## src/rtl/cpu_sequencer.sv

```systemverilog
// ---------------------------------------------------------------------------
// cpu_sequencer
//
// Multi-cycle instruction sequencer for the 8-bit accumulator CPU. It fetches
// one instruction per pass from the shared single-port memory, then drives
// the memory strobes and the accumulator/ALU controls through a fixed state
// sequence. Every memory access waits for mem_ready. If an access stalls for
// too long, the block sets a sticky fault and halts. The block owns the
// program counter and the instruction register.
//
// Parameters
//   PC_W     PC / memory address width (>= 4)
//   TIMEOUT  wait-cycle limit before a memory access faults (1..255)
//
// Ports
//   clk        rising-edge clock
//   reset_n    asynchronous active-low reset
//   start      leave IDLE and begin fetching at the current pc
//   mem_data   memory read data, valid while mem_ready = 1
//   mem_ready  memory completes the current access this cycle
//   mem_rd     memory read strobe
//   mem_wr     memory write strobe
//   mem_addr   memory address (pc, or the operand in MEM_RD / MEM_WR)
//   instr_en   instruction-register load (fetch completing)
//   acc_en     accumulator load enable (operand read completing)
//   alu_op     ALU operation, meaningful only in MEM_RD
//   pc         program counter
//   ir         current instruction
//   busy       a program is running (neither IDLE nor HALT)
//   halt       HALT state
//   fault      sticky memory-timeout flag
//   illegal    one-cycle pulse when DECODE sees an undefined opcode
// ---------------------------------------------------------------------------
module cpu_sequencer #(
   parameter int PC_W    = 5,
   parameter int TIMEOUT = 15
) (
   input  logic            clk,
   input  logic            reset_n,
   input  logic            start,
   input  logic [7:0]      mem_data,
   input  logic            mem_ready,
   output logic            mem_rd,
   output logic            mem_wr,
   output logic [PC_W-1:0] mem_addr,
   output logic            instr_en,
   output logic            acc_en,
   output logic [3:0]      alu_op,
   output logic [PC_W-1:0] pc,
   output logic [7:0]      ir,
   output logic            busy,
   output logic            halt,
   output logic            fault,
   output logic            illegal
);

   typedef enum logic [2:0] {
      S_IDLE,
      S_FETCH,
      S_DECODE,
      S_MEM_RD,
      S_MEM_WR,
      S_HALT
   } state_t;

   localparam logic [3:0] OP_NOP   = 4'b0000;
   localparam logic [3:0] OP_ADD   = 4'b0001;
   localparam logic [3:0] OP_SUB   = 4'b0010;
   localparam logic [3:0] OP_LOAD  = 4'b0011;
   localparam logic [3:0] OP_STORE = 4'b0100;
   localparam logic [3:0] OP_HALT  = 4'b1111;

   state_t          state;
   state_t          state_nxt;
   logic [7:0]      wait_cnt;
   logic            wait_state;
   logic            timeout_hit;
   logic [3:0]      opcode;
   logic [PC_W-1:0] op_addr;

   assign opcode  = ir[7:4];
   assign op_addr = PC_W'(ir[3:0]);

   // These are the states that wait on mem_ready. A stall reaching TIMEOUT
   // faults only when ready is still low. Ready in that same cycle wins.
   assign wait_state  = (state == S_FETCH) || (state == S_MEM_RD) || (state == S_MEM_WR);
   assign timeout_hit = wait_state && !mem_ready && (wait_cnt == 8'(TIMEOUT));

   // NOTE: sequential state uses non-blocking assignments only, so every
   // register samples the values from before the edge. The asynchronous reset
   // drops the state to IDLE at once. All decoded outputs then fall without
   // waiting for a clock.
   always_ff @(posedge clk or negedge reset_n) begin
      if (!reset_n) begin
         state    <= S_IDLE;
         pc       <= '0;
         ir       <= '0;
         wait_cnt <= '0;
         fault    <= 1'b0;
      end else begin
         state <= state_nxt;
         if (instr_en) begin
            ir <= mem_data;
            pc <= pc + PC_W'(1);
         end
         // The counter advances only while the same access keeps stalling.
         // Any state change clears it, so each new access starts from zero.
         if (wait_state && !mem_ready && (state_nxt == state))
            wait_cnt <= wait_cnt + 8'd1;
         else
            wait_cnt <= '0;
         if (timeout_hit)
            fault <= 1'b1;
      end
   end

   // NOTE: every output and the next state get a default before the case.
   // No path can then leave a value unassigned and infer a latch.
   always_comb begin
      state_nxt = state;
      mem_rd    = 1'b0;
      mem_wr    = 1'b0;
      mem_addr  = pc;
      instr_en  = 1'b0;
      acc_en    = 1'b0;
      alu_op    = 4'b0000;
      busy      = 1'b1;
      halt      = 1'b0;
      illegal   = 1'b0;

      case (state)
         S_IDLE: begin
            busy = 1'b0;
            if (start)
               state_nxt = S_FETCH;
         end

         S_FETCH: begin
            mem_rd = 1'b1;
            if (mem_ready) begin
               instr_en  = 1'b1;
               state_nxt = S_DECODE;
            end else if (timeout_hit) begin
               state_nxt = S_HALT;
            end
         end

         S_DECODE: begin
            case (opcode)
               OP_ADD, OP_SUB, OP_LOAD: state_nxt = S_MEM_RD;
               OP_STORE:                state_nxt = S_MEM_WR;
               OP_HALT:                 state_nxt = S_HALT;
               OP_NOP:                  state_nxt = S_FETCH;
               default: begin
                  // Undefined opcodes flag once, then execute as a NOP.
                  illegal   = 1'b1;
                  state_nxt = S_FETCH;
               end
            endcase
         end

         S_MEM_RD: begin
            mem_rd   = 1'b1;
            mem_addr = op_addr;
            // Only ADD/SUB/LOAD reach this state. Their opcodes are the ALU codes.
            alu_op   = opcode;
            if (mem_ready) begin
               acc_en    = 1'b1;
               state_nxt = S_FETCH;
            end else if (timeout_hit) begin
               state_nxt = S_HALT;
            end
         end

         S_MEM_WR: begin
            mem_wr   = 1'b1;
            mem_addr = op_addr;
            if (mem_ready)
               state_nxt = S_FETCH;
            else if (timeout_hit)
               state_nxt = S_HALT;
         end

         S_HALT: begin
            busy = 1'b0;
            halt = 1'b1;
         end

         default: begin
            busy      = 1'b0;
            state_nxt = S_IDLE;
         end
      endcase
   end

endmodule

```

## config.mk

```make
export PLATFORM = sky130hd
export DESIGN_NAME = cpu_sequencer
export DESIGN_NICKNAME = d
export VERILOG_FILES = /design/src/rtl/cpu_sequencer.sv
export SDC_FILE = /design/constraint.sdc
export NUM_CORES = 1
export LEC_CHECK = 0
export CAP_MARGIN = 10
export CORE_MARGIN = 2
export CORE_UTILIZATION = 41
export DETAILED_ROUTE_END_ITERATION = 12
export PLACE_DENSITY = 0.78
export SLEW_MARGIN = 20
export SYNTH_ARGS = -nofsm -noshare
export SYNTH_HDL_FRONTEND = slang
export SYNTH_SLANG_ARGS = --single-unit
```

## constraint.sdc

```tcl
create_clock -name clk -period 1.6 [get_ports clk]
set_input_delay 0.16 -clock clk [delete_from_list [all_inputs] [get_ports clk]]
set_output_delay 0.16 -clock clk [all_outputs]
set_load 0.01 [all_outputs]
```

==> flow_summary_export.csv <==
group,metric,value,unit
outcome,status,"finished with violations",
outcome,violations,"setup timing",
worst_setup_path,crit_type,"reg -> out",
timing,rsz0062_at_grt,"yes",
routing,route.vias.total,1329,
final_layout,final_cells,251,
final_layout,final_layout_size_suffix_gt1_frac,0.522,
final_layout,num_antenna_cells,0,
grt,first_global_vias,1256,
logic_synthesis,synth.top_cell.area_share,0.480,
worst_setup_path,cp-end-kind,"output pin",
logic_synthesis,netlist_area,1300,sq um
pwr,p_per_area,1870,nW/um^2
cts,numCtsBuffers,3,
pwr,power.total,4450,uW
cts,path_clk_slew,0.15,ns
pwr,p_int,2760,uW
pwr,p_switching,1690,uW
logic_synthesis,synth.area.top_cells,"dfrtp_1, mux2_2, xnor2_1, nor2_1, o21ai_0",
worst_setup_path,cp-start-kind,"flop",
cts,clk-insertion-delay-late,0.33,ns
placed_design,dp_hpwl,2370,microns
placed_design,place.gp.congestion,0.871,
logic_synthesis,synth_commonest_cells,"dfrtp_1, mux2_2, nor2_1, o21ai_0, xnor2_1",
timing,slew_viol_final,0,
placed_design,numPortBuffers,41,
routing,drt_wl_total,4410,microns
pwr,comb_power_share,0.677,
cts,root_buffer,"clkbuf_4",
grt,grt_pass1_wl,5950,microns
pwr,power_frac_seq,0.257,
cts,clk_path_buf_depth,2,
logic_synthesis,synth_enable_flop_cells,0,
logic_synthesis,netlist_instances,121,
timing,setup_tns,-5.20,ns
timing,fin_crit,1.97,ns
timing,min_period_over_period,1.23,
die,row_count,20,
worst_setup_path,slowest_stage,"dfrtp_2",
worst_setup_path,critPathRequiredTime,1.44,ns
timing,clock_skew,0.0133,ns
grt,antenna_found_initial,0,
pwr,p_leak,0.00109,uW
placed_design,dp.cells,222,
logic_synthesis,yosys.area.top_type,"dfrtp_1",
routing,drt_iter0_drc,97,
timing,fmax,507,MHz
timing,finalSetupViolCount,28,
logic_synthesis,yosysMostFrequentCell,"dfrtp_1",
die,die_y,60.4,microns
worst_setup_path,cp_max_fo,5,
routing,wl_met1,1670,microns
logic_synthesis,syn_nets,135,
run,maxCapViolCount,0,
die,start_util,0.431,
logic_synthesis,ys_warn_count,0,
pwr,switching_share,0.380,
logic_synthesis,synthArstFlopShare,1.00,
hold_path,hp-class,"in -> async",
routing,met3_length,263,microns
logic_synthesis,synth-seq-cells,25,
timing,hold_violations,0,
timing,maxSlewHeadroom,0.777,
timing,hold_slack,0.190,ns
logic_synthesis,synth_cell_type_count,39,
routing,drt-pass1-iter-count,4,
routing,wl_per_cell,17.6,microns
cts,clock-sinks,25,
final_layout,area_growth,82.6,%
logic_synthesis,synth_area_per_cell,10.8,sq um
worst_setup_path,cp.arrival,1.81,ns
cts,cts_tree,"done",
worst_setup_path,path_cells,"buf_6 -> nor3b_4 -> a21oi_4 -> buf_6 -> mux2_4 -> buf_6",
grt,grt_overflow,0,
die,io_pins,42,
die,dieWidth,60.4,microns
logic_synthesis,seq_area_frac_synth,0.480,
die,core-area,3030,sq um
worst_setup_path,cp_slowest_stage_delay,0.49,ns
routing,drc,0,
routing,routed-wl-met2,2260,microns
logic_synthesis,synthFlopType,"dfrtp_1",
grt,grt_max_degree,26,
die,dieArea,3650,sq um
final_layout,fin_nets,222,
routing,highest_layer,"met4",
grt,grtUsageTotal,0.219,
worst_setup_path,cpMostUsedCell,"buf_6",
timing,fin_ws,-0.372,ns
routing,via_per_inst,5.29,
timing,tightest_slew,0.335,ns
cts,h-tree-depth,1,
pwr,clockPowerShare,0.066,
routing,antenna_left,0,
pwr,ir_drop,1.24,mV
-- registers in the layout, summed over array words and instances (netlist names) --
signal and cells:
fault 1, ir 8, pc 5, state 3, wait_cnt 8
-- logic make-up after synthesis --
logic type | count (synthesis) | synth area share
xor gates and xnor gates | 8 | 0.0537
muxes | 13 | 0.112
adders and majority gates | 2 | 0.0192
DFF | 25 | 0.480
AOI/OAI and AO/OA | 20 | 0.109
buffers and inverters | 9 | 0.0307
and+or+nand+nor | 44 | 0.195
-- through the flow --
stage               utilization  setup WS [ns]  instance area, sq um
floorplan                     -         0.0608                  1300
global placement          0.629         -0.211                  1900
detailed placement        0.629         -0.272                  1900
CTS                       0.712         -0.322                  2160
global route              0.786         -0.425                  2380
finish                    0.786         -0.372                  2380
-- worst max-delay path: cells and delay by family, from the launching register on --
| family | cells | cell delay (ns) |
|---|---|---|
| buf+inv | 3 | 0.39 |
| compound gates | 1 | 0.08 |
| flops | 1 | 0.49 |
| mux | 1 | 0.29 |
| simple gates | 1 | 0.24 |
-- placed cells by master (no fill, tap or decap), types with 4 or more instances in the layout --
| cell | n |
|---|---|
| buf_6 | 26 |
| clkdlybuf4s50_1 | 25 |
| buf_4 | 25 |
| dfrtp_1 | 20 |
| mux2_4 | 12 |
| nor2_1 | 9 |
| buf_2 | 6 |
| xnor2_1 | 5 |
| dfrtp_2 | 5 |
| o21ai_0 | 4 |
| a21oi_1 | 4 |
| inv_1 | 4 |
| nand4_1 | 4 |
-- path summary, 6_finish.rpt --
kind	to	from	slack, ns	cells after the start
max in group asynchronous	state[0]	reset_n	1.13	2
hold reg to reg	wait_cnt[0]	wait_cnt[0]	0.50	1
setup reg to reg	ir[7]	state[1]	-0.23	6
min in group clk	ir[1]	mem_data[1]	0.44	2
setup / recovery	mem_addr[1]	state[0]	-0.37	6
hold / removal	wait_cnt[1]	reset_n	0.19	2
-- power by group through the flow --
stage | logic [uW] | clock network [uW] | registers, uW
floorplan | 825 | 0 | 1140
global placement | 1930 | 0 | 1080
detailed placement | 1970 | 0 | 1100
CTS | 2450 | 300 | 1110
global route | 3170 | 326 | 1180
finish | 3010 | 294 | 1140
-- per-layer routing --
layer	vias up	track usage
li1	602	-
met2	61	0.399
met3	19	0.0213
met1	647	0.262
met4	0	0.0921
met5	-	0
-- layout make-up --
cell class	instances	area, sq um
fillers	154	647
clock buffers	3	22.5
well taps	44	55.1
clock inverters	1	7.51
flip-flops and latches	25	632
repair buffers	86	815
multi-input cells	87	828
inverters	5	21.3
-- timing repair --
action                     in CTS  in global routing
hold endpoints to repair        0                  0
pin swaps                      10                 14
gates cloned                    1                  0
resized for setup             105                 38
hold buffers                    0                  0
setup buffers                  15                 14
setup endpoints to repair      29                 33
Note: power is estimated with default switching activity, not from simulation.
